==> src/rtl/spi_slave.sv <==
// spi_slave: oversampled SPI target endpoint with a one-word transmit holding register.
// Pins are synchronised to clk; all frame and bit timing is driven by detected pin edges.
module spi_slave #(
    parameter int              DW            = 8,
    parameter bit              CPOL          = 1'b1,
    parameter bit              CPHA          = 1'b1,
    parameter logic [DW-1:0]   UNDERRUN_WORD = '1
) (
    input  logic          clk,
    input  logic          rst,
    input  logic          scl,
    input  logic          ss,
    input  logic          mosi,
    output logic          miso,
    output logic          miso_oe,
    input  logic [DW-1:0] tx_data,
    input  logic          tx_valid,
    output logic          tx_ready,
    output logic [DW-1:0] rx_data,
    output logic          rx_valid,
    output logic [7:0]    status
);

    localparam bit             SAMPLE_RISE = (CPOL == CPHA);
    localparam int             CW          = $clog2(DW + 1);
    localparam logic [CW-1:0]  CNT_FULL    = CW'(DW);
    localparam logic [CW-1:0]  CNT_LAST    = CW'(DW - 1);

    typedef enum logic {IDLE, ACTIVE} state_t;

    state_t        state;
    state_t        state_nxt;

    logic          scl_p0, scl_p1, scl_p2;
    logic          ss_p0, ss_p1, ss_p2;
    logic          mosi_p0, mosi_p1;

    logic          scl_rise, scl_fall;
    logic          sample_edge, shift_edge;
    logic          ss_fall, ss_rise;

    logic          frame_open, frame_close;
    logic          do_sample, do_shift;
    logic          busy;

    logic [CW-1:0] bit_cnt, bit_cnt_nxt;
    logic [DW-2:0] rx_shift;
    logic [DW-1:0] rx_word;
    logic [DW-1:0] tx_shift, tx_shift_nxt;
    logic [DW-1:0] hold_data;
    logic          hold_full;
    logic          tx_wr, tx_load, word_done;
    logic          tx_underrun, frame_err;

    // Stage p0/p1: two-flop synchronisers; p2: history flop for edge detection
    always_ff @(posedge clk or posedge rst) begin
        if (rst) begin
            scl_p0  <= CPOL;
            scl_p1  <= CPOL;
            scl_p2  <= CPOL;
            ss_p0   <= 1'b1;
            ss_p1   <= 1'b1;
            ss_p2   <= 1'b1;
            mosi_p0 <= 1'b0;
            mosi_p1 <= 1'b0;
        end else begin
            scl_p0  <= scl;
            scl_p1  <= scl_p0;
            scl_p2  <= scl_p1;
            ss_p0   <= ss;
            ss_p1   <= ss_p0;
            ss_p2   <= ss_p1;
            mosi_p0 <= mosi;
            mosi_p1 <= mosi_p0;
        end
    end

    assign scl_rise    = scl_p1 & ~scl_p2;
    assign scl_fall    = ~scl_p1 & scl_p2;
    assign sample_edge = SAMPLE_RISE ? scl_rise : scl_fall;
    assign shift_edge  = SAMPLE_RISE ? scl_fall : scl_rise;
    assign ss_fall     = ~ss_p1 & ss_p2;
    assign ss_rise     = ss_p1 & ~ss_p2;

    // Frame FSM: state register
    always_ff @(posedge clk or posedge rst) begin
        if (rst) begin
            state <= IDLE;
        end else begin
            state <= state_nxt;
        end
    end

    // Frame FSM: next state
    always_comb begin
        state_nxt = state;
        case (state)
            IDLE:    if (ss_fall) state_nxt = ACTIVE;
            ACTIVE:  if (ss_rise) state_nxt = IDLE;
            default: state_nxt = IDLE;
        endcase
    end

    // Frame FSM: outputs; scl edges outside a frame are ignored
    always_comb begin
        frame_open  = 1'b0;
        frame_close = 1'b0;
        do_sample   = 1'b0;
        do_shift    = 1'b0;
        busy        = 1'b0;
        case (state)
            IDLE: begin
                frame_open = ss_fall;
            end
            ACTIVE: begin
                busy        = 1'b1;
                do_sample   = sample_edge;
                do_shift    = shift_edge;
                frame_close = ss_rise;
            end
            default: ;
        endcase
    end

    assign tx_wr     = tx_valid & ~hold_full;
    assign tx_load   = frame_open | (do_shift & (bit_cnt == CNT_FULL));
    assign rx_word   = {rx_shift, mosi_p1};
    assign word_done = do_sample & (bit_cnt == CNT_LAST);

    always_comb begin
        bit_cnt_nxt  = bit_cnt;
        tx_shift_nxt = tx_shift;
        if (frame_open) begin
            bit_cnt_nxt = '0;
        end else if (do_sample && bit_cnt != CNT_FULL) begin
            bit_cnt_nxt = bit_cnt + 1'b1;
        end else if (do_shift && bit_cnt == CNT_FULL) begin
            bit_cnt_nxt = '0;
        end
        // Shift at count 0 is the CPHA=1 leading edge: the MSB is already on miso
        if (tx_load) begin
            tx_shift_nxt = hold_full ? hold_data : UNDERRUN_WORD;
        end else if (do_shift && bit_cnt != '0) begin
            tx_shift_nxt = {tx_shift[DW-2:0], 1'b0};
        end
    end

    // Stage: shift registers, holding register, flags and pin outputs
    always_ff @(posedge clk or posedge rst) begin
        if (rst) begin
            bit_cnt     <= '0;
            rx_shift    <= '0;
            tx_shift    <= '0;
            hold_data   <= '0;
            hold_full   <= 1'b0;
            rx_data     <= '0;
            rx_valid    <= 1'b0;
            tx_underrun <= 1'b0;
            frame_err   <= 1'b0;
            miso        <= 1'b0;
            miso_oe     <= 1'b0;
        end else begin
            bit_cnt  <= bit_cnt_nxt;
            tx_shift <= tx_shift_nxt;
            rx_valid <= word_done;
            if (do_sample) begin
                rx_shift <= rx_word[DW-2:0];
            end
            if (word_done) begin
                rx_data <= rx_word;
            end

            // A same-cycle write lands after the load has taken the old contents
            if (tx_wr) begin
                hold_full <= 1'b1;
                hold_data <= tx_data;
            end else if (tx_load) begin
                hold_full <= 1'b0;
            end

            if (frame_open) begin
                tx_underrun <= ~hold_full;
            end else if (tx_load && !hold_full) begin
                tx_underrun <= 1'b1;
            end

            if (frame_open) begin
                frame_err <= 1'b0;
            end else if (frame_close && bit_cnt_nxt != '0 && bit_cnt_nxt != CNT_FULL) begin
                frame_err <= 1'b1;
            end

            if (state_nxt == ACTIVE) begin
                miso_oe <= 1'b1;
                miso    <= tx_shift_nxt[DW-1];
            end else begin
                miso_oe <= 1'b0;
                miso    <= 1'b0;
            end
        end
    end

    assign tx_ready = ~hold_full;
    assign status   = {busy, tx_underrun, frame_err, 5'h00};

endmodule
==> config.mk <==
export PLATFORM = sky130hd
export DESIGN_NAME = spi_slave
export DESIGN_NICKNAME = d
export VERILOG_FILES = /design/src/rtl/spi_slave.sv
export SDC_FILE = /design/constraint.sdc
export NUM_CORES = 1
export LEC_CHECK = 0
export BUFFER_PORTS_ARGS = -buffer_cell sky130_fd_sc_hd__buf_2
export CAP_MARGIN = 20
export CORE_UTILIZATION = 55
export DETAILED_ROUTE_END_ITERATION = 10
export PLACE_DENSITY_LB_ADDON = 0.15
export SLEW_MARGIN = 20
export SYNTH_ARGS = -nofsm -noshare
export SYNTH_HDL_FRONTEND = slang
export SYNTH_SLANG_ARGS = --single-unit
==> constraint.sdc <==
create_clock -name clk -period 3.98 [get_ports clk]
set_input_delay 0.398 -clock clk [delete_from_list [all_inputs] [get_ports clk]]
set_output_delay 0.398 -clock clk [all_outputs]
set_load 0.05 [all_outputs]
# Yosys cells after proc, flatten, opt, wreduce, memory -nomap -nowiden
# Cells that the tools add are included.
# word_totals
register_bits,50
latchBits,0
mem_bits_rw,0
mem_bits_ro,0
in_bits,14
n_memories,0
# op_classes
n_addsub,1
mul,0
n_div,0
magnitude_cmp,0
n_eq_ne,4
n_shift,0
mux,22
bitwise,14
n_reduce_logical,13
# op_table
op,n
2-to-1 mux 8 bit,3
2-to-1 mux 1 bit,15
2-to-1 mux 4 bit,3
inequality test 4 bit (second input constant),2
nonzero test 2 bit,4
nonzero test 4 bit,2
bitwise AND 1 bit,7
logical AND 1 bit,6
inverter 1 bit,6
adder 4 x 1 -> 4 bit (second input constant),1
equality test 4 x 3 -> 1 bit (second input constant),1
equality test 4 bit (second input constant),1
case mux 1 bit (2 select lines),1
logical NOT 1 bit,1
OR 1 bit,1

# Longest topological paths before layout
# Gate-level depths: netlist of run 1.
# depth
word_depth,12
mapped_depth,7
mapped_depth_nobuf,6

# Least setup slack after synthesis of run 1
# Ideal clock, no wire load.
# synth_timing
kind,reg2reg
startpoint,"register, netlist name miso_oe"
endpoint,register frame_err
setup_ps,125
arrival_time_ps,1669
slack_ps,2185
path_stages_with_launch,6
n_path_buf,1
path_cell_list,dfrtp_1 buf_6 nand3b_4 or4_1 a32oi_1 o21ai_1
# synth_lines
item,line,text
"end signal, assigned",159,frame_err <= 1'b0;
"end signal, assigned",188,frame_err <= 1'b0;
"end signal, assigned",190,frame_err <= 1'b1;
"end, declared",53,"logic tx_underrun, frame_err;"

# Final worst setup path of run 1
# layout_timing
startpoint,register bit_cnt[0]
endpoint,register miso
# layout_between
elab_chain_len,5
elab_cells_between_ends,8
classes_between,1 x eq/ne; 3 x mux; 2 x bitwise; 2 x reduce/logical
# layout_lines
item,line,text
"start, declared",46,"logic [CW-1:0] bit_cnt, bit_cnt_nxt;"
"start signal, assigned",163,bit_cnt <= bit_cnt_nxt;
equality test 4 bit or nonzero test 4 bit (tied branches),"126, 143",
bitwise AND 1 bit or logical AND 1 bit (tied branches),"126, 143",
OR 1 bit or 2-to-1 mux 8 bit (tied branches),"126, 143",
2-to-1 mux 8 bit *,141,if (tx_load) begin
2-to-1 mux 1 bit *,193,if (state_nxt == ACTIVE) begin
"end signal, assigned",195,miso <= tx_shift_nxt[DW-1];
"end, declared",14,"output logic miso,"
# Mark *: on every way between the ends. The rest lies on a longest branch, timed or not. The select of a mux whose other input is x is not followed.
# A chain may end at the register's enable or synchronous reset.

==> results of run 1 <==
-- through the flow --
stage,area [um^2],hold WS (ps),util,total power (W),setup WS (ps)
after global placement,2190,337,0.631,0.00105,1780
final,2280,190,0.657,0.00133,2000
after floorplan,2090,331,-,0.00100,2190
after CTS,2270,182,0.655,0.00135,1740
after detailed placement,2190,347,0.631,0.00107,1760
after global routing,2280,178,0.657,0.00142,1810
-- worst paths after layout --
check / to / slack, ps / startpoint
max: miso / 2000 / bit_cnt[0]
min reg2reg: ss_p1 / 360 / ss_p0
min in group asynchronous: mosi_p1 / 320 / rst
max in group asynchronous: hold_data[7] / 3070 / rst
min: ss_p0 / 190 / ss
max reg2reg: miso / 2000 / bit_cnt[0]
-- cell type report --
cell class,instances,area share
clock buffer,5,0.0302
clock inverter,3,0.00769
inverter,5,0.00824
multi-input combinational,108,0.326
sequential,49,0.541
tap,46,0.0253
timing repair buffer,28,0.0615
-- power by group through the flow --
stage | Clock, W | Combinational (W) | Sequential (W)
finish | 0.000275 | 0.000345 | 0.000714
floorplan | 0 | 0.000293 | 0.000710
CTS | 0.000285 | 0.000350 | 0.000713
global route | 0.000307 | 0.000384 | 0.000727
global placement | 0 | 0.000335 | 0.000711
detailed placement | 0 | 0.000348 | 0.000723
-- cell usage in the layout (no fill, tap or decap), types with 3 or more instances in the layout --
cell	netlist	routed
sky130_fd_sc_hd__clkbuf_8	0	5
sky130_fd_sc_hd__nor2b_1	3	3
sky130_fd_sc_hd__a22oi_1	6	6
sky130_fd_sc_hd__conb_1	1	5
sky130_fd_sc_hd__nand2b_1	3	3
sky130_fd_sc_hd__nor2_1	7	7
sky130_fd_sc_hd__nand2_1	24	24
sky130_fd_sc_hd__dfrtp_1	43	43
sky130_fd_sc_hd__a21oi_1	3	3
sky130_fd_sc_hd__inv_1	4	3
sky130_fd_sc_hd__mux2_2	17	17
sky130_fd_sc_hd__or2_2	3	3
sky130_fd_sc_hd__o21ai_1	3	3
sky130_fd_sc_hd__o22ai_1	6	6
sky130_fd_sc_hd__dfstp_2	6	6
sky130_fd_sc_hd__buf_2	2	28
-- state kept, by name (all words and copies together), names as in the netlist, 4 cells and up --
register   count
tx_shift       8
bit_cnt        4
hold_data      8
rx_shift       7
rx_data        8
-- routing by layer --
layer | vias up | GRT usage | share of wire
met3 | 9 | 0.0417 | 0.038
li1 | 628 | - | -
met4 | 0 | 0.105 | 0.023
met1 | 642 | 0.255 | 0.45
met2 | 34 | 0.311 | 0.49
met5 | - | 0 | 0
-- logic make-up after synthesis --
kind of cell | after synthesis | synth area share
other | 1 | 0.00181
multiplexers | 19 | 0.102
AND/OR/NAND/NOR | 56 | 0.148
flip-flops | 49 | 0.596
XOR/XNOR | 1 | 0.00423
adder cells (fa/ha/maj) | 2 | 0.0121
buffers and inverters | 19 | 0.0556
AO/OA/AOI/OAI | 25 | 0.0804
-- worst max-delay path: stages (launching register included) --
cell and delay [ps]:
sky130_fd_sc_hd__dfrtp_1 420, sky130_fd_sc_hd__inv_1 100, sky130_fd_sc_hd__ha_1 230, sky130_fd_sc_hd__and3b_1 240, sky130_fd_sc_hd__a21oi_2 530, sky130_fd_sc_hd__nor3_1 150
sky130_fd_sc_hd__a211oi_1 230
==> impl_summary.md, run 1 <==
Outcome
The run finished with clean final reports.

Final layout
In the final layout, flip-flops and latches occupy ~1200 um^2. Compared with the post-synthesis result, the final layout area differs by 10.0%. The total area of multi-input combinational cells is ~740 um^2.

The count of placed standard cells in the final layout, fillers left out is ~240. The fill cell total of the finished layout is around 300. The final antenna diode count is 0. At the end of the flow, the number of nets in the layout was ~210.

Of the cells placed in the final design, the portion with a size suffix greater than 1 is 0.359.

CTS
The number of sinks driven by the clock tree is just under 50. The number of buffers added for setup after CTS is 0. TritonCTS built the clock tree. The number of instances resized during post-cts repair is 0. The register clock-pin slew on the reported worst setup and hold paths is roughly 80 ps.

At the later pin of the worst-skew pair, clock insertion delay measures around 290 ps. For this design, the CTS-stage hold fixing added 0 buffers. In this run the deepest clock path goes through 2 buffers. The tree is rooted in a sky130_fd_sc_hd__clkbuf_8.

The number of buffers created by CTS is 5. The H-tree was split into 2 levels.

Timing
The number of hold-slack violations in the final timing report is 0. The post-route setup TNS is 0 ps. For this run, the top clock speed supported by timing is approximately 500 MHz.

Setup repair after global routing left no endpoint under its margin. Setup violations remaining at the end of the flow were counted as 0. The part of the cycle the worst path needs is 0.499. The worst setup skew after layout is a little over 5 ps. Counting I/O delays and the setup requirement, the final critical path takes just under 2000 ps.

The total count of max-transition violations in the final report is 0. The worst pin sits at a relative slew slack of 0.359. For the pin with the worst max-slew slack, the measured transition is between 900 and 1000 ps.

Detailed routing
In the routed layout, each cell is associated on average with a via count of roughly 5.4. For this run, design rule violations remaining after detail routing come to 0. The count of vias placed by the detailed router is between 1000 and 1500. The first-pass iteration count of the detailed router is 4. Once detail routing completed, the nets flagged for antenna violations numbered 0.

The total wire length is around 3400 um. The initial DRC count is 52. The average routed wire per standard cell is 13.8 um.

Placed design
The half-perimeter wire length after detailed placement is ~2400 um. The final RePlAce weighted congestion is about 0.78. During placement, the flow inserted port buffers numbering 28. Including well taps, the total number of placed cells is 236.

Worst hold path
The worst hold path depth is 1. The class of the most critical hold timing path is in -> reg.

Power and ir drop
The sequential share of power is 0.535. Of the total power, combinational logic draws 0.259. The worst supply voltage drop on vdd is 0.392 mV. The internal portion of the total power is just under 0.0009 W.

The switching power summed over all nets is 0.000441 W. The share of total power consumed by net switching is 0.330. In this run the power density over the cells is approximately 600 nW/um^2.

The portion of total power attributed to the clock network is 0.206. The leakage power figure is between 1 and 1.5 nW.

Yosys
In the synthesized netlist the dominant register cell turns out to be sky130_fd_sc_hd__dfrtp_1. After synthesis, the cell types taking the most area are sky130_fd_sc_hd__dfrtp_1 (52%), sky130_fd_sc_hd__mux2_2 (9.2%), sky130_fd_sc_hd__dfstp_2 (7.6%). The number of synthesized flops with an enable pin is 0. The post-synth design cell area is a little over 2000 um^2.

For this run, the number of Yosys warnings is 0. The cell type contributing the most total cell area after synthesis is sky130_fd_sc_hd__dfrtp_1. The most common cell in the synthesized netlist is sky130_fd_sc_hd__dfrtp_1.

The instance count of the mapped netlist is approximately 170. For this run, the register share of the synthesized area comes to 0.596. The share of synthesized area in the top cell type comes to 0.520. The average size of a mapped cell is 12.0 um^2. The proportion of synthesized flip-flops having asynchronous set or reset is 1.00. The number of synthesized register bits is between 40 and 50. The distinct cell type count after synthesis is 42. Ranked by instance count, the synthesized netlist is headed by sky130_fd_sc_hd__dfrtp_1 (43), sky130_fd_sc_hd__nand2_1 (24), sky130_fd_sc_hd__mux2_2 (17), sky130_fd_sc_hd__buf_4 (9), sky130_fd_sc_hd__nor2_1 (7).

Global route
For this run the aggregate overflow at the end of global routing stands at 0. For this run, the total global-route usage over all layers was measured as 0.197. The number of global-route vias before repair is 1374. The wire length of the first global-routing pass is 5980 um. Entering global routing, the biggest net connects 50 pins. The number of antenna violations at the first check in global routing is 0.

Worst setup path
The critical path in this run is classified as reg -> reg. The largest fanout on the critical path is 15. The data arrival time of the critical path is approximately 2200 ps. The number of cells on the worst reg-to-reg path is 6.

The worst setup path is captured at a register. The required time of the critical path is roughly 4200 ps. The category of the worst setup path launch point is a register.

Floorplan
Measured along the x axis, the die boundary spans between 60 and 70 um. The core area is 3470 um^2. The floorplan die height is between 60 and 70 um. The initial utilization of the core area, before any placement, comes to 0.597. For this design the top-level I/O count stands at 34. The number of placement rows is 21. The area of the die is roughly 4000 um^2.

Flow run
The max-cap check violation count is 0.
No activity file was read; power rests on OpenSTA's default activity.
==> inputs of run 2 (changes only) <==
CORE_UTILIZATION = 50   (was 55)
clock period = 1.8 ns   (was 3.98 ns; I/O delays follow)
==> run 2 against run 1 <==
Clock power rose to 2.8 times the previous value. Cell area rose by 5.7%. Non-clock buffer count rose by 11. Highest routed layer unchanged.
==> impl_summary.md, run 2 (synthesized netlist as in run 1, its figures left out) <==
Final layout
The library cell used most frequently in the layout, excluding fill and tap cells, is sky130_fd_sc_hd__dfrtp_1. In the final layout, the registers with the most flip-flops are hold_data x8, rx_data x8, tx_shift x8. Of the cells placed in the final design, the portion with a size suffix greater than 1 is 0.378. The area added between synthesis and finish is 16.3%. After the last flow step, the layout net total stands at 224.

0 antenna diodes ended up in the layout. The filler cells instantiated in the layout total between 300 and 400. Leaving out fill and tap cells, the most frequent cells in the layout are sky130_fd_sc_hd__dfrtp_1 (43), sky130_fd_sc_hd__buf_2 (28), sky130_fd_sc_hd__nand2_1 (24), sky130_fd_sc_hd__mux2_2 (17), sky130_fd_sc_hd__buf_4 (8).

Floorplan
In this run the core area contains 23 standard-cell rows. The initial standard-cell utilization of the core is 0.518. The floorplan step set the die height to approximately 66 um. The I/O pin count is 34.

Measured along the x axis, the die boundary spans 66.4 um. The region available for standard cell placement spans about 4000 um^2. The die covers approximately 4400 um^2.

CTS
The number of buffers created by CTS is 5. The H-tree depth reported by CTS is 2. The tree is rooted in a sky130_fd_sc_hd__clkbuf_8.

The insertion delay to the later sink of the worst-skew pair is 300 ps. TritonCTS built the clock tree. The buffer depth of the longest clock path is 2.

The number of sinks driven by the clock tree is between 40 and 50. Clock-pin slew was measured on the worst setup and hold paths at ~90 ps.

Timing
The post-route setup TNS is 0 ps. For this run, the top clock speed supported by timing is 585 MHz. After layout, the worst setup slack is ~90 ps. Setup repair after global routing left no endpoint under its margin.

The shortest period the worst path allows is 1710 ps. Dividing the final minimum period by the clock period gives 0.950. The total count of max-transition violations in the final report was 0. The number of hold-slack violations in the final timing report is 0. The actual slew at the worst max-slew pin is just under 600 ps. In this run the tightest slew margin relative to its limit is 0.614. Setup violations remaining at the end of the flow were counted as 0. The worst setup skew after layout is 7.75 ps.

Power and ir drop
The worst-case IR drop observed on VDD is a little over 0.6 mV. The leakage power figure is approximately 1.2 nW. The power density over cell area is between 1000 and 1500 nW/um^2.

Detailed routing
Wire segments on met3 add up to about 120 um in the final route. For this block, wires on met1 add up to roughly 1500 um. The number of nets still failing antenna checks after routing is 0. For this block, the routed nets add up to between 3000 and 4000 um of wire.

The final route contains between 1000 and 1500 vias. The first-pass iteration count of the detailed router is 6. In the routed layout, each cell is associated on average with a via count of between 5 and 6. The initial DRC count is between 50 and 60. Summed over all nets, wire length on met2 after detailed routing comes to 1600 um. The top layer used by detailed routing is met4. After detailed routing, the average wire length per cell comes to ~13 um. For this run, design rule violations remaining after detail routing come to 0.

Worst setup path
The category of the worst setup path launch point is a register. The startpoint-to-endpoint class of the critical path is reg -> reg. The worst setup path is captured at a register. For the worst setup path, the data required time is 1990 ps. Data on the critical path arrives at its endpoint at 1900 ps. The largest fanout on the critical path is 4.

Placed design
The final RePlAce weighted congestion is approximately 0.8. The number of port buffers is 28. The worst setup slack after placement is approximately 100 ps. Detailed placement ended at an HPWL of between 2000 and 2500 um.

Outcome
The flow ran to the end, and the final reports show no timing, DRC or antenna violations.

Worst hold path
The tightest min-delay check is of the in -> async type.

Global route
The first global-routing pass estimated 5820 um of wire. The number of antenna violations at the first check in global routing is 0. The total overflow left after global routing is 0.

The global-route total usage across every layer is 0.178. The number of global-route vias before repair was 1341. Entering global routing, the biggest net connects 50 pins.

Flow run
The max-cap check violation count is 0.
run 2: changes by cell type in the layout (fill, tap and decap cells not counted), sizes merged:
cell,change
dlygate4sd3,+3
clkinv,-1
bufinv,+1
buf,+8
run 2: layout make-up:
type / instances / area [um^2] / area share
clock buffer: 5 / 68.8 / 0.0286
clock inverter: 3 / 46.3 / 0.0192
inverter: 5 / 18.8 / 0.00780
multi-input combinational: 108 / 747 / 0.310
sequential: 49 / 1230 / 0.512
tap: 50 / 62.6 / 0.0260
timing repair buffer: 39 / 230 / 0.0956
run 2: metal layers:
layer,track usage,vias up
li1,-,645
met3,0.0397,7
met4,0.0851,0
met2,0.300,27
met5,0,-
met1,0.215,653
run 2: worst paths after layout:
path	start	end	slack, ps	cells after the start
worst max-delay path	bit_cnt[0]	frame_err	90	5
worst min-delay path	rst	rx_shift[1]	20	3
worst max register to register	bit_cnt[0]	frame_err	90	5
worst min register to register	mosi_p0	mosi_p1	360	0
max in group asynchronous	rst	hold_data[5]	1380	3
min in group clk	tx_data[3]	hold_data[3]	120	2
run 2: critical path, cell delays in order (launching register included):
cell	delay, ps
sky130_fd_sc_hd__dfrtp_1	420
sky130_fd_sc_hd__inv_1	110
sky130_fd_sc_hd__ha_2	280
sky130_fd_sc_hd__or4_1	500
sky130_fd_sc_hd__a32oi_1	210
sky130_fd_sc_hd__o21ai_1	80
run 2: through the flow:
stage	hold WS [ps]	area, um^2	power, W	util	instances
floorplan	184	2090	0.00222	-	176
global route	70.3	2410	0.00333	0.602	259
CTS	38.7	2400	0.00316	0.599	259
global placement	284	2250	0.00233	0.563	248
detailed placement	286	2250	0.00238	0.563	248
finish	17.2	2410	0.00312	0.602	259
run 2: power by group:
part	switching (W)	internal, W	total (W)
Combinational	0.000448	0.000338	0.000786
Clock	0.000354	0.000416	0.000770
Sequential	0.000173	0.00139	0.00156
run 2: repair_timing:
item | 4_1_cts | 5_1_grt
hold buffers | 3 | 0
buffers inserted | 0 | 0
resized for setup | 0 | 2
endpoints found under the setup margin | 0 | 2
endpoints found under the hold margin | 3 | 0
==> inputs of run 3 (changes only) <==
CORE_UTILIZATION = 55   (was 50)
clock period = 1.7 ns   (was 1.8 ns; I/O delays follow)
==> run 3 against run 2 <==
Wire length is 11% higher. Highest routed layer unchanged. Maximum frequency is 2.5% higher. Register-to-register slack worse by 60 ps. Non-clock buffer count is 6 higher. Critical path depth is 1 lower. Total power is 4.7% higher. Largest power group unchanged. Setup slack worse by 59 ps.
==> impl_summary.md, run 3 (synthesized netlist as in run 1, its figures left out) <==
Worst setup path
The biggest cell delay along the critical path is 590 ps. Walking the worst path, the cells encountered are nand4b_1, nor3b_2, buf_4, mux2_2. The startpoint-to-endpoint class of the critical path is reg -> reg. The worst register-to-register path ends at rx_data[3]. The setup slack of the worst register-to-register path is about 31 ps. STA puts the critical path data required time at 1890 ps.

The count of cells along the worst register-to-register path is 4. In this run the critical register-to-register path is launched from scl_p1. The data arrival time of the critical path is between 1500 and 2000 ps. STA classifies the critical path startpoint as a register. The nature of the critical path endpoint is a register. The largest individual stage delay along the critical path comes from the cell sky130_fd_sc_hd__dfstp_2. In this run the worst setup path begins at scl_p1.

The largest fanout on the critical path is 5.

Power and ir drop
The share of total power consumed by net switching is 0.325. Internal power comes to about 0.0022 W. Of the total power, the clock network draws 0.213. For this design the total switching power over the nets is ~0.0011 W. The sequential share of power is 0.510. The worst supply voltage drop on vdd is approximately 0.91 mV. The share of total power dissipated in combinational logic is 0.277.

The power density over cell area is between 1000 and 1500 nW/um^2. For this design the static power due to leakage is about 1.2 nW.

Global route
The number of global-route vias before repair is about 1500. Entering global routing, the biggest net connects 22 pins. The wire length of the first global-routing pass is between 6000 and 7000 um. The total grt overflow is 0.

The number of antenna violations at the first check in global routing was 0. The global-route total usage across every layer is 0.213.

Detailed routing
The count of vias placed by the detailed router is between 1000 and 1500. The number of nets still failing antenna checks after routing is 0. The first-pass iteration count of the detailed router is 4. In the routed design, unresolved DRC markers number 0. The routed via count divided by cell count is about 5.3.

The total wire length is approximately 3700 um. The initial DRC count is 82. Dividing the detail-routed wire length by the instance count gives between 10 and 15 um.

Final layout
Once layout is complete, the cells apart from fillers number between 200 and 300. Counting the fill cells in the layout gives about 270. The sequential cells in the finished layout cover a total of roughly 1200 um^2. The area growth from synthesis to layout is 18.5%. The final cell utilization of the core is 0.707.

The largest registers in the layout are hold_data x8, rx_data x8, tx_shift x8. Of the cells placed in the final design, the portion with a size suffix greater than 1 is 0.405. Leaving out fill and tap cells, the most frequent cell in the layout is sky130_fd_sc_hd__dfrtp_1.

The multi-input combinational cells in the finished layout cover a total of 754 um^2. In the layout the commonest cells are sky130_fd_sc_hd__dfrtp_1 (42), sky130_fd_sc_hd__buf_2 (29), sky130_fd_sc_hd__nand2_1 (24), sky130_fd_sc_hd__mux2_2 (17), sky130_fd_sc_hd__buf_4 (10). The post-layout net count is 230. The repair_antennas step left the layout with diodes totalling 0.

Placed design
Buffers placed on the I/O ports in this run total 28. The congestion estimate from routability-driven global placement came to a little under 0.9. The total placed cells including tap cells is between 200 and 250.

The HPWL after detailed placement is around 2600 um.

Timing
The number of hold-slack violations in the final timing report is 0. The worst setup skew after layout is 8.24 ps. Setup violations remaining at the end of the flow were counted as 0. The total count of max-transition violations in the final report is 0. The smallest clock period supported by the final layout is computed as 1670 ps.

Setup repair after global routing could not meet its margin everywhere. The part of the cycle the worst path needs is 0.982. The worst hold margin is 101 ps. The fmax is roughly 600 MHz.

Floorplan
The I/O pin count is 34. The floorplan step defined a die boundary enclosing approximately 4000 um^2. The total area inside the core boundary comes to ~3500 um^2.

The die is around 63 um wide. The floorplan die height is 63.4 um. Row generation in the floorplan step produced 21 rows. The initial utilization of the core area, before any placement, comes to 0.597.

CTS
The number of buffers created by CTS is 5. The clock tree synthesis step divided the H-tree into 2 levels. TritonCTS built the clock tree.

No sink is reached through more buffers than the 2 on the longest clock path. CTS placed an instance of sky130_fd_sc_hd__clkbuf_8 at the clock tree root. The later pin in the worst-skew pair is clocked with a latency of approximately 300 ps. After clock tree synthesis, the clock-pin slew on the worst setup and hold paths is around 90 ps.

The number of sinks driven by the clock tree is between 40 and 50.

Worst hold path
The startpoint identified for the worst hold timing path is tx_data[6]. For hold timing, the worst endpoint is hold_data[6]. The worst hold path depth is 2. The tightest min-delay check is of the in -> reg type.

Outcome
The flow ran to the end, and the final reports show no timing, DRC or antenna violations.

Flow run
Across the run, the number of max-cap violations was 0.
-- run 3: worst max path at each step --
stage,cells past startpoint,end,slack [ps]
floorplan,6,frame_err,50
global placement,5,frame_err,90
detailed placement,5,frame_err,10
CTS,5,frame_err,4
global route,4,rx_data[4],-30
finish,4,rx_data[3],30
-- run 3: final cells by class --
type,instances,share of cell area
multi-input combinational,108,0.307
tap,46,0.0235
clock buffer,6,0.0337
timing repair buffer,45,0.119
inverter,5,0.00765
sequential,49,0.503
clock inverter,2,0.00561
-- run 3: routing by layer --
| metal | routed length (um) | up-vias | share of wire | GRT usage |
|---|---|---|---|---|
| li1 | - | 659 | - | - |
| met1 | 1600 | 689 | 0.44 | 0.262 |
| met2 | 1890 | 30 | 0.52 | 0.358 |
| met3 | 111 | 7 | 0.030 | 0.0507 |
| met4 | 57 | 0 | 0.016 | 0.0852 |
| met5 | 0 | - | 0 | 0 |
-- run 3: power groups by stage --
stage | Sequential [W] | Combinational (W) | Clock, W
floorplan | 0.00166 | 0.000685 | 0
global placement | 0.00166 | 0.000824 | 0
detailed placement | 0.00169 | 0.000865 | 0
CTS | 0.00166 | 0.000889 | 0.000721
global route | 0.00170 | 0.00101 | 0.000763
finish | 0.00167 | 0.000904 | 0.000696
-- run 3: through the flow --
step / worst slack [ps] / TNS [ps] / cell area (um^2) / power (W)
after floorplan: 49.0 / 0 / 2090 / 0.00235
after global placement: 85.8 / 0 / 2280 / 0.00249
after detailed placement: 14.6 / 0 / 2280 / 0.00255
after CTS: 4.11 / 0 / 2430 / 0.00327
after global routing: -34.2 / -187 / 2450 / 0.00347
final: 31.4 / 0 / 2450 / 0.00327
-- run 3: critical path: cells and delay by family, from the launching register on --
family        cells  cell delay, ps
simple gates      2             410
flops             1             590
buf+inv           1             200
mux               1             350
-- run 3: timing repair --
item,4_1_cts,5_1_grt
endpoints found under the hold margin,21,0
gates resized for setup,0,5
buffers inserted,1,0
gates cloned,0,1
hold buffers,4,0
endpoints found under the setup margin,1,21
pin swaps,0,1
